<file path="src/rtl/vdma_rd_pkg.sv">
// rtl/vdma_rd_pkg.sv - shared state type and arithmetic widths for the VDMA read channel
// Contents: rd_state_t scheduler states, AXI_SHIFT default beat shift,
//           BITS_W (frame bit-count width), BEATS_W (frame beat-count width).
package vdma_rd_pkg;

    typedef enum logic [2:0] {
        IDLE,
        CALC,
        WAIT_SPACE,
        REQ,
        WAIT_DONE
    } rd_state_t;

    localparam int AXI_DSIZE_DEF = 256;
    localparam int AXI_SHIFT     = $clog2(AXI_DSIZE_DEF);
    localparam int BITS_W        = 48;
    localparam int BEATS_W       = 32;

endpackage

</file>
<file path="src/rtl/read_burst_scheduler_if.sv">
// rtl/read_burst_scheduler_if.sv - AXI read burst request/completion handshake bundle
// Signals: rd_req (burst request valid), rd_len (beats), rd_last (final burst of frame),
//          rd_ack (AR accept), rd_done (last R beat of current burst received).
// Modports: master = scheduler side, slave = AXI AR/R engine side.
interface read_burst_scheduler_if #(
    parameter int LSIZE = 9
) ();

    logic             rd_req;
    logic [LSIZE-1:0] rd_len;
    logic             rd_last;
    logic             rd_ack;
    logic             rd_done;

    modport master (
        output rd_req,
        output rd_len,
        output rd_last,
        input  rd_ack,
        input  rd_done
    );

    modport slave (
        input  rd_req,
        input  rd_len,
        input  rd_last,
        output rd_ack,
        output rd_done
    );

endinterface

</file>
<file path="src/rtl/frame_beat_calc.sv">
// rtl/frame_beat_calc.sv - two-stage pixel-count to AXI-beat-count pipeline
// Ports: clock, rst_n (async active-low), start (capture pix), pix (pixel count),
//        beats (ceil(pix*DSIZE / 2^SHIFT), saturated to BEATS_W), valid (one-cycle result pulse).
module frame_beat_calc
    import vdma_rd_pkg::*;
#(
    parameter int DSIZE = 24,
    parameter int SHIFT = AXI_SHIFT
) (
    input  logic               clock,
    input  logic               rst_n,
    input  logic               start,
    input  logic [BEATS_W-1:0] pix,
    output logic [BEATS_W-1:0] beats,
    output logic               valid
);

    logic [BITS_W-1:0] bits_q;
    logic              bits_vld;
    logic [BITS_W-1:0] beats_full;

    // Round up: any leftover bits below one beat cost a whole extra beat.
    assign beats_full = (bits_q >> SHIFT) + BITS_W'(|bits_q[SHIFT-1:0]);

    always_ff @(posedge clock or negedge rst_n) begin
        if (!rst_n) begin
            bits_q   <= '0;
            bits_vld <= 1'b0;
            beats    <= '0;
            valid    <= 1'b0;
        end else begin
            bits_vld <= start;
            // A new start flushes the result of the computation already in flight.
            valid    <= bits_vld & ~start;
            if (start) begin
                bits_q <= BITS_W'(pix) * BITS_W'(DSIZE);
            end
            if (bits_vld) begin
                beats <= (|beats_full[BITS_W-1:BEATS_W]) ? '1 : beats_full[BEATS_W-1:0];
            end
        end
    end

endmodule

</file>
<file path="src/rtl/read_burst_scheduler.sv">
// rtl/read_burst_scheduler.sv - per-frame AXI read burst sequencer for one VDMA read channel
// Ports: clock, rst_n (async active-low), enable (level), vactive/hactive (frame geometry),
//        fsync (frame/line start pulse), fifo_space (free FIFO beats), rd (burst handshake,
//        master side), busy (not IDLE), frame_done (pulse after final burst), frame_overrun
//        (pulse on fsync while busy).
module read_burst_scheduler
    import vdma_rd_pkg::*;
#(
    parameter int NOR_BURST_LEN = 200,
    parameter int AXI_DSIZE     = 256,
    parameter int DSIZE         = 24,
    parameter int LSIZE         = 9,
    parameter     MODE          = "ONCE"
) (
    input  logic                  clock,
    input  logic                  rst_n,
    input  logic                  enable,
    input  logic [15:0]           vactive,
    input  logic [15:0]           hactive,
    input  logic                  fsync,
    input  logic [LSIZE:0]        fifo_space,
    read_burst_scheduler_if.master rd,
    output logic                  busy,
    output logic                  frame_done,
    output logic                  frame_overrun
);

    localparam int                 SHIFT     = $clog2(AXI_DSIZE);
    localparam logic [BEATS_W-1:0] NOR_LEN32 = BEATS_W'(NOR_BURST_LEN);
    localparam logic [LSIZE-1:0]   NOR_LEN   = LSIZE'(NOR_BURST_LEN);

    rd_state_t          state;
    rd_state_t          next_state;
    logic [BEATS_W-1:0] remaining;
    logic [BEATS_W-1:0] rem_after;
    logic               restart;
    logic               restart_next;
    logic [LSIZE-1:0]   len;
    logic [LSIZE-1:0]   len_q;
    logic               last_q;
    logic [BEATS_W-1:0] pix;
    logic [BEATS_W-1:0] beats;
    logic               calc_valid;
    logic               calc_start;
    logic               load_rem;
    logic               sub_rem;
    logic               load_burst;
    logic               done_set;
    logic               ovr_set;

    assign pix = (MODE == "LINE") ? BEATS_W'(hactive)
                                  : BEATS_W'(vactive) * BEATS_W'(hactive);

    frame_beat_calc #(
        .DSIZE (DSIZE),
        .SHIFT (SHIFT)
    ) u_calc (
        .clock (clock),
        .rst_n (rst_n),
        .start (calc_start),
        .pix   (pix),
        .beats (beats),
        .valid (calc_valid)
    );

    assign len       = (remaining < NOR_LEN32) ? remaining[LSIZE-1:0] : NOR_LEN;
    assign rem_after = remaining - BEATS_W'(len_q);

    assign rd.rd_req  = (state == REQ);
    assign rd.rd_len  = len_q;
    assign rd.rd_last = last_q;
    assign busy       = (state != IDLE);

    always_comb begin
        next_state   = state;
        calc_start   = 1'b0;
        load_rem     = 1'b0;
        sub_rem      = 1'b0;
        load_burst   = 1'b0;
        done_set     = 1'b0;
        ovr_set      = 1'b0;
        restart_next = restart;

        if (fsync && (state != IDLE)) begin
            ovr_set      = 1'b1;
            restart_next = 1'b1;
        end

        unique case (state)
            IDLE: begin
                if (fsync && enable) begin
                    next_state = CALC;
                    calc_start = 1'b1;
                end
            end
            CALC: begin
                if (!enable) begin
                    next_state = IDLE;
                end else if (fsync) begin
                    calc_start = 1'b1;
                end else if (calc_valid) begin
                    if (beats == '0) begin
                        done_set   = 1'b1;
                        next_state = IDLE;
                    end else begin
                        load_rem   = 1'b1;
                        next_state = WAIT_SPACE;
                    end
                end
            end
            WAIT_SPACE: begin
                if (!enable) begin
                    next_state = IDLE;
                end else if (fsync) begin
                    next_state = CALC;
                    calc_start = 1'b1;
                end else if (fifo_space >= {1'b0, len}) begin
                    load_burst = 1'b1;
                    next_state = REQ;
                end
            end
            REQ: begin
                // The AR request cannot be withdrawn, so fsync/enable wait for completion.
                if (rd.rd_ack) begin
                    next_state = WAIT_DONE;
                end
            end
            WAIT_DONE: begin
                if (rd.rd_done) begin
                    sub_rem = 1'b1;
                    if (fsync) begin
                        // A new frame arriving with the final rd_done supersedes frame_done.
                        next_state = enable ? CALC : IDLE;
                        calc_start = enable;
                    end else if (rem_after == '0) begin
                        done_set   = 1'b1;
                        next_state = IDLE;
                    end else if (!enable) begin
                        next_state = IDLE;
                    end else if (restart) begin
                        next_state = CALC;
                        calc_start = 1'b1;
                    end else begin
                        next_state = WAIT_SPACE;
                    end
                end
            end
            default: next_state = IDLE;
        endcase

        if (calc_start || (next_state == IDLE)) begin
            restart_next = 1'b0;
        end
    end

    always_ff @(posedge clock or negedge rst_n) begin
        if (!rst_n) begin
            state         <= IDLE;
            remaining     <= '0;
            restart       <= 1'b0;
            len_q         <= '0;
            last_q        <= 1'b0;
            frame_done    <= 1'b0;
            frame_overrun <= 1'b0;
        end else begin
            state         <= next_state;
            restart       <= restart_next;
            frame_done    <= done_set;
            frame_overrun <= ovr_set;
            if (load_rem) begin
                remaining <= beats;
            end else if (sub_rem) begin
                remaining <= rem_after;
            end
            if (load_burst) begin
                len_q  <= len;
                last_q <= (remaining <= NOR_LEN32);
            end
        end
    end

endmodule
</file>
<file path="src/flat_wrapper.sv">
// flat-port wrapper written by rule: the top's interface ports become plain ports
module read_burst_scheduler_flat import vdma_rd_pkg::*;
#(
    parameter int NOR_BURST_LEN = 200,
    parameter int AXI_DSIZE     = 256,
    parameter int DSIZE         = 24,
    parameter int LSIZE         = 9,
    parameter     MODE          = "    "
)
  (clock, rst_n, enable, vactive, hactive, fsync, fifo_space, busy, frame_done, frame_overrun, rd_rd_req, rd_rd_len, rd_rd_last, rd_rd_ack, rd_rd_done);
  read_burst_scheduler_if #(.LSIZE(LSIZE)) rd_i ();
  input  logic clock;
  input  logic rst_n;
  input  logic enable;
  input  logic [15:0] vactive;
  input  logic [15:0] hactive;
  input  logic fsync;
  input  logic [LSIZE:0] fifo_space;
  output logic busy;
  output logic frame_done;
  output logic frame_overrun;
  output wire logic [$bits(rd_i.rd_req)-1:0] rd_rd_req;
  output wire logic [$bits(rd_i.rd_len)-1:0] rd_rd_len;
  output wire logic [$bits(rd_i.rd_last)-1:0] rd_rd_last;
  input wire logic [$bits(rd_i.rd_ack)-1:0] rd_rd_ack;
  input wire logic [$bits(rd_i.rd_done)-1:0] rd_rd_done;
  assign rd_rd_req = rd_i.rd_req;
  assign rd_rd_len = rd_i.rd_len;
  assign rd_rd_last = rd_i.rd_last;
  assign rd_i.rd_ack = rd_rd_ack;
  assign rd_i.rd_done = rd_rd_done;
  read_burst_scheduler #(.NOR_BURST_LEN(NOR_BURST_LEN), .AXI_DSIZE(AXI_DSIZE), .DSIZE(DSIZE), .LSIZE(LSIZE), .MODE(MODE)) u_core (.clock(clock), .rst_n(rst_n), .enable(enable), .vactive(vactive), .hactive(hactive), .fsync(fsync), .fifo_space(fifo_space), .rd(rd_i), .busy(busy), .frame_done(frame_done), .frame_overrun(frame_overrun));
endmodule
</file>
<file path="config.mk">
export PLATFORM = sky130hd
export DESIGN_NAME = read_burst_scheduler_flat
export DESIGN_NICKNAME = d
export VERILOG_FILES = /design/src/rtl/vdma_rd_pkg.sv /design/src/rtl/read_burst_scheduler_if.sv /design/src/rtl/frame_beat_calc.sv /design/src/rtl/read_burst_scheduler.sv /design/src/flat_wrapper.sv
export SDC_FILE = /design/constraint.sdc
export NUM_CORES = 1
export LEC_CHECK = 0
export ABC_AREA = 1
export CORE_ASPECT_RATIO = 1.5
export CORE_MARGIN = 1.5
export CORE_UTILIZATION = 37
export CTS_BUF_LIST = sky130_fd_sc_hd__clkbuf_8
export DETAILED_ROUTE_END_ITERATION = 10
export PLACE_DENSITY = 0.59
export SETUP_SLACK_MARGIN = 0.2
export SYNTH_ARGS = -nofsm -noshare
export SYNTH_HDL_FRONTEND = slang
export SYNTH_SLANG_ARGS = --single-unit
</file>
<file path="constraint.sdc">
create_clock -name clock -period 3.45 [get_ports clock]
set_input_delay 1.035 -clock clock [delete_from_list [all_inputs] [get_ports clock]]
set_output_delay 1.035 -clock clock [all_outputs]
set_load 0.05 [all_outputs]
</file>
==> results by group <==
Floorplanning
  – Core Region: 46800 µm²
  – Die Y: 270 µm
  – Die area: 49000 µm²
  – Rows: 97
  – Starting density of the core: 37.6%
  – Die X: approximately 180 µm
  – IO Count: 62

Logic synthesis
  – Synthesized Nets: between 2000 and 3000
  – Ys flop type: dfrtp_1
  – FF+latch count, synth: ~110
  – Post-synth EDFFs: 0
  – Share of the synthesized area in the top cell type: 22.3%
  – Synth top area cells: fa_1, dfrtp_1, nand2_1
  – Yosys warns: 0
  – Seq/Total Area, Yosys: 16.2%
  – Average cell area after synthesis: 7.10 µm²
  – Asr flop ratio synth: 100%
  – Library cells used by synthesis: 48
  – Syn Std Cell Area: 17600 µm²
  – Synth Instances: 2480
  – Biggest area consumer among synthesized cells: fa_1

Drt
  – Vias/cell: 4.80
  – 1st-iter DRT viols: 674
  – Drt drc: 0
  – Drt pass-1 iters: 4
  – Wire length per cell: 15.0 µm
  – Via Count: 16800
  – Final WL: around 53000 µm
  – Final ANT Viol Nets: 0

Layout
  – Most common cell after layout, fill and taps aside: nand2_1
  – Final Cell Area: 24900 µm²
  – Ant. Diodes: 0
  – Reg area: 2850 µm²
  – Layout area overhead: 41.4%
  – Final #Nets: between 3000 and 4000
  – Most frequent cells in the layout: nand2_1, inv_1, buf_4
  – Area of the multi-input gates: 14300 µm²
  – Share of cells above drive strength 1: 31.5%
  – Fill cells: 4345

Setup path
  – Critical Path Most Common Cell: fa_1
  – Crit-path slowest cell: fa_1
  – Arr. time, crit path: about 7600 ps
  – Critical Path End: u_core.u_calc.bits_q[25]$_DFFE_PN0P_
  – CP Launch Type: primary input
  – Worst R2R Start: u_core.rd.rd_len[0]$_DFFE_PN0P_
  – Worst r2r dst: u_core.u_calc.bits_q[33]$_DFFE_PN0P_
  – R2R depth: 20
  – Worst path max stage delay: 560 ps
  – Setup crit start: hactive[4]
  – Critical Path End Type: register
  – R2R Setup Slk: around 270 ps
  – CP max FO: 5
  – Setup CP Type: primary input to register
  – CP required: 3770 ps

STA
  – Slew margin rel.: 61.8%
  – Worst-Margin Slew: 573 ps
  – Slew Limit Fails: 0
  – Fin crit period: 7280 ps
  – Ratio of final minimum period to clock period: 211%
  – Setup TNS: -90880 ps
  – Final hold vios: 0
  – Setup violators final: 30
  – RSZ-0062 raised after global routing: yes
  – Setup ws final: -3830 ps
  – Worst clock skew: 18.9 ps
  – Max Clk Rate: about 140 MHz

Placement
  – Gpl congestion: just over 0.9
  – Cell area after placement: 21500 µm²
  – Dpl hpwl: between 40000 and 50000 µm
  – Port Buffers: 61

Outcome
  – Outcome: complete, but fails checks
  – Failing checks: setup timing

Clocking
  – Clock transition at path regs: 60 ps
  – CTS tree: yes
  – Clock net sink count: 114
  – Longest Clk Path Bufs: 2
  – Clock Tree Root: clkbuf_8
  – Clock Latency Late Sink: between 400 and 500 ps
  – Cts hold-fix bufs: 0
  – H-tree Lvls: 4
  – CTS buffer count: 17

Global routing
  – First-pass GRT wire length: 85600 µm
  – Initial antenna violation count: 0
  – Pin count of the biggest net entering global routing: 85
  – Total track usage: 21.6%
  – GRT Residual Overflow: 0
  – Number of global-route vias before repair: ~18000

Job
  – Number of max-cap violations: 0

Min path
  – Critical hold path startpoint: u_core.u_calc.beats[14]$_DFFE_PN0P_
  – Hold/Removal Path Class: register to register
  – WHS Path Cells: 2
## state kept, by name (all words and copies together), names as in the netlist, 3 cells and up
signal	cells
u_core.rd.rd_len	9
u_core.remaining	32
u_core.state	3
u_core.u_calc.beats	30
u_core.u_calc.bits_q	34
## critical path: cells and delay by family
family                   cells  cell delay (ps)
AO/OA/AOI/OAI                6              800
buffers and inverters       14             1250
adder cells (fa/ha/maj)      8             3590
AND/OR/NAND/NOR              8              650
XOR/XNOR                     2              260
## worst min path at each step
stage,to,slack [ps]
2_1_floorplan,u_core.u_calc.bits_q[5]$_DFFE_PN0P_,440
3_3_place_gp,u_core.u_calc.bits_q[5]$_DFFE_PN0P_,450
3_5_place_dp,u_core.u_calc.bits_q[3]$_DFFE_PN0P_,460
4_1_cts,u_core.u_calc.bits_q[3]$_DFFE_PN0P_,480
5_1_grt,u_core.u_calc.beats[15]$_DFFE_PN0P_,500
6_report,u_core.u_calc.beats[14]$_DFFE_PN0P_,490
## Yosys cell counts (2+ instances only)
library cell and instances:
a211oi_1 2, a21boi_0 4, a21o_1 3, a21oi_1 65, a21oi_2 3, a31oi_1 10, buf_6 6, clkbuf_1 77
dfrtp_1 114, fa_1 196, ha_1 154, inv_1 601, inv_2 4, nand2_1 725, nand2_2 15, nand3_1 73
nand3b_1 10, nand4_1 38, nor2_1 125, nor2_2 7, nor2_4 2, nor3_1 26, nor4_1 8, o211ai_1 5
o21a_1 2, o21ai_0 53, o21ai_1 5, o21ai_2 17, o21bai_1 4, o221ai_1 27, o22ai_1 4, o31ai_1 3
xnor2_1 32, xor2_1 46
## through the flow
stage | setup slack (ps) | cells | hold slack, ps | util, %
final | -3830 | 3492 | 486 | 53.2
after global routing | -4020 | 3492 | 501 | 53.2
after CTS | -3630 | 3461 | 479 | 51.0
after detailed placement | -4840 | 3345 | 461 | 46.0
after global placement | -4760 | 3345 | 455 | 46.0
after floorplan | -3720 | 2480 | 443 | -
## per-layer routing
metal	wire length [µm]	part of all wire (%)	GRT usage, %	up-vias
met3	1010	1.9	1.48	154
met5	0	0	0	-
met4	3310	6.3	12.9	0
met1	18100	34	20.3	7987
met2	30100	57	44.4	345
li1	-	-	-	8289
## logic make-up (layout without fill, tap and decap cells)
family	Yosys count	count (layout)	share of synthesized area [%]
other	1	1	0.0213
and+or+nand+nor	1034	1034	24.1
xor gates and xnor gates	78	78	3.88
adders and majority gates	350	350	33.2
DFF	114	114	16.2
buffers and inverters	691	1109	15.0
AOI/OAI and AO/OA	212	212	7.58
## final cells by class
class	instances	share of cell area [%]
Tap cell	594	2.98
Clock buffer	20	1.10
Inverter	606	9.18
Multi-Input combinational cell	1675	57.2
Timing Repair Buffer	471	17.6
Clock inverter	12	0.462
Sequential cell	114	11.5
## repair_timing
| item | in CTS | in global routing |
|---|---|---|
| gates cloned | 9 | 1 |
| pin swaps | 215 | 116 |
| gates resized for setup | 460 | 186 |
| setup endpoints to repair | 37 | 38 |
| setup buffers | 75 | 30 |
Power is not shown: default switching activity piles up to over one toggle a cycle in this logic, so the estimate is an artifact.
==> RTL change (config.mk and constraints unchanged) <==
Remove the register `frame_overrun`: a continuous assignment takes its place, so the output `frame_overrun` follows one clock earlier.
--- a/src/rtl/read_burst_scheduler.sv
+++ b/src/rtl/read_burst_scheduler.sv
@@ -161,12 +161,10 @@
             len_q         <= '0;
             last_q        <= 1'b0;
             frame_done    <= 1'b0;
-            frame_overrun <= 1'b0;
         end else begin
             state         <= next_state;
             restart       <= restart_next;
             frame_done    <= done_set;
-            frame_overrun <= ovr_set;
             if (load_rem) begin
                 remaining <= beats;
             end else if (sub_rem) begin
@@ -179,4 +177,6 @@
         end
     end
 
+    assign frame_overrun = ovr_set;
+
 endmodule
Function: changed (a bounded check fails within 4 cycles, from zero or initial values and one cycle with rst_n low).
==> RTL change against the original RTL <==
  * The flow still finishes with violations (negative setup slack)
  * Cell area rose by 1.6%
  * Sequential cell count fell by 1
  * Area after synthesis fell by 0.22%
  * Sequential share of layout area fell by 0.29 points
  * Worst hold slack got worse by 6.4 ps
  * Worst setup slack improved by 84 ps
  * Routed wire length rose by 5.1%
  * Register-to-register slack got worse by 80 ps
  * Non-clock buffer count rose by 52
Power is not shown: default switching activity piles up to over one toggle a cycle in this logic, so the estimate is an artifact.
==> RTL change: results (changes against the original RTL) <==
metric	value	unit	change
post-dp-hpwl	42600	microns	+3.4%
buffers	523		+11%
synthXorXnorAreaFrac	3.84	%	-0.041 points
synth_area_leaders	fa_1, dfrtp_1, nand2_1		
grt_use_total	22.5	%	+0.92 points
drt_pre_antenna_iters	5		+1
synth_compound_area_share	7.75	%	+0.17 points
ys_seq_area_share	16.1	%	-0.11 points
drive_above_1_share	31.9	%	+0.39 points
nets	3342		+1.8%
violations	negative setup slack		
register_area	2830	sq um	-0.92%
critPathCapture	u_core.u_calc.bits_q[34]$_DFFE_PN0P_		
synthesis.nets	2885		+0.24%
min_to	u_core.u_calc.bits_q[4]$_DFFE_PN0P_		
grt_max_degree	48		-44%
worstReg2RegEnd	u_core.restart$_DFFE_PN0P_		
clkLatencyLatePin	460	ps	+20 ps
vias	17300		+3.0%
clock_skew	11.4	ps	-7.48 ps
antenna_found_initial	0		unchanged
grt_pass1_vias	18500		+1.0%
nMultiInputCombCells	1687		+0.72%
fin_ws	-3750	ps	+84.4 ps
fill_cells	4302		-0.99%
setup_tns	-90960	ps	-82.2 ps
buf_share	18.7	%	+1.1 points
wl_met1	19100	microns	+5.1%
met2_usage	46.2	%	+1.8 points
min_from	u_core.u_calc.bits_q[4]$_DFFE_PN0P_		
place_congestion	0.921		about the same
multi_input_area_share	56.6	%	-0.59 points
crit_arrival	7550	ps	-50 ps
synth_cell_types	45		-6.3%
rr_worst_depth	19		-5.0%
status	complete, but fails checks		
setup_viol	30		unchanged
dr_wl_met2	31100	microns	+3.3%
wl_met3	1140	microns	+14%
routed_wl	55200	microns	+5.1%
path_max_fanout	4		-1
cp-startpoint	vactive[7]		
grt_pass1_wl	88700	microns	+3.6%
drtIter0Drc	687		+1.9%
num-clock-buffers	20		unchanged
syn_inst	2487		+0.28%
rrSetupSlack	190	ps	-80 ps
use_met1	21.1	%	+0.80 points
synthAdderAreaFrac	33.3	%	+0.073 points
post_drt_wl_per_cell	15.6	microns	+3.4%
yosys-top-cells-count	nand2_1, inv_1, fa_1, ha_1, nor2_1		
nNonClkInverters	602		-0.66%
worstMarginPinSlew	703	ps	+131 ps
dp_cells	3389		+1.3%
use_met3	1.66	%	+0.18 points
clk_share	1.61	%	+0.044 points
## RTL change: per-stage QoR
stage / utilization [%] / area [sq um] / hold WS [ps] / setup slack (ps)
2_1_floorplan: - / 18600 / 443 / -3720
3_3_place_gp: 46.5 / 21800 / 455 / -4600
3_5_place_dp: 46.5 / 21800 / 470 / -4680
4_1_cts: 51.9 / 24300 / 488 / -3570
6_report: 54.0 / 25300 / 479 / -3750
5_1_grt: 54.0 / 25300 / 517 / -4150
## RTL change: timing repair
item,4_1_cts,5_1_grt
hold endpoints to repair,0,0
setup endpoints to repair,48,52
hold buffers,0,0
gates resized for setup,436,180
pin swaps,213,76
cloned,8,3
setup buffers,96,23
## RTL change: worst max-delay path, delay by kind of cell
family	cells	cell delay (ps)
fa+ha+maj	8	3590
simple gates	18	1360
buf+inv	11	820
compound gates	4	560
xor+xnor	1	170
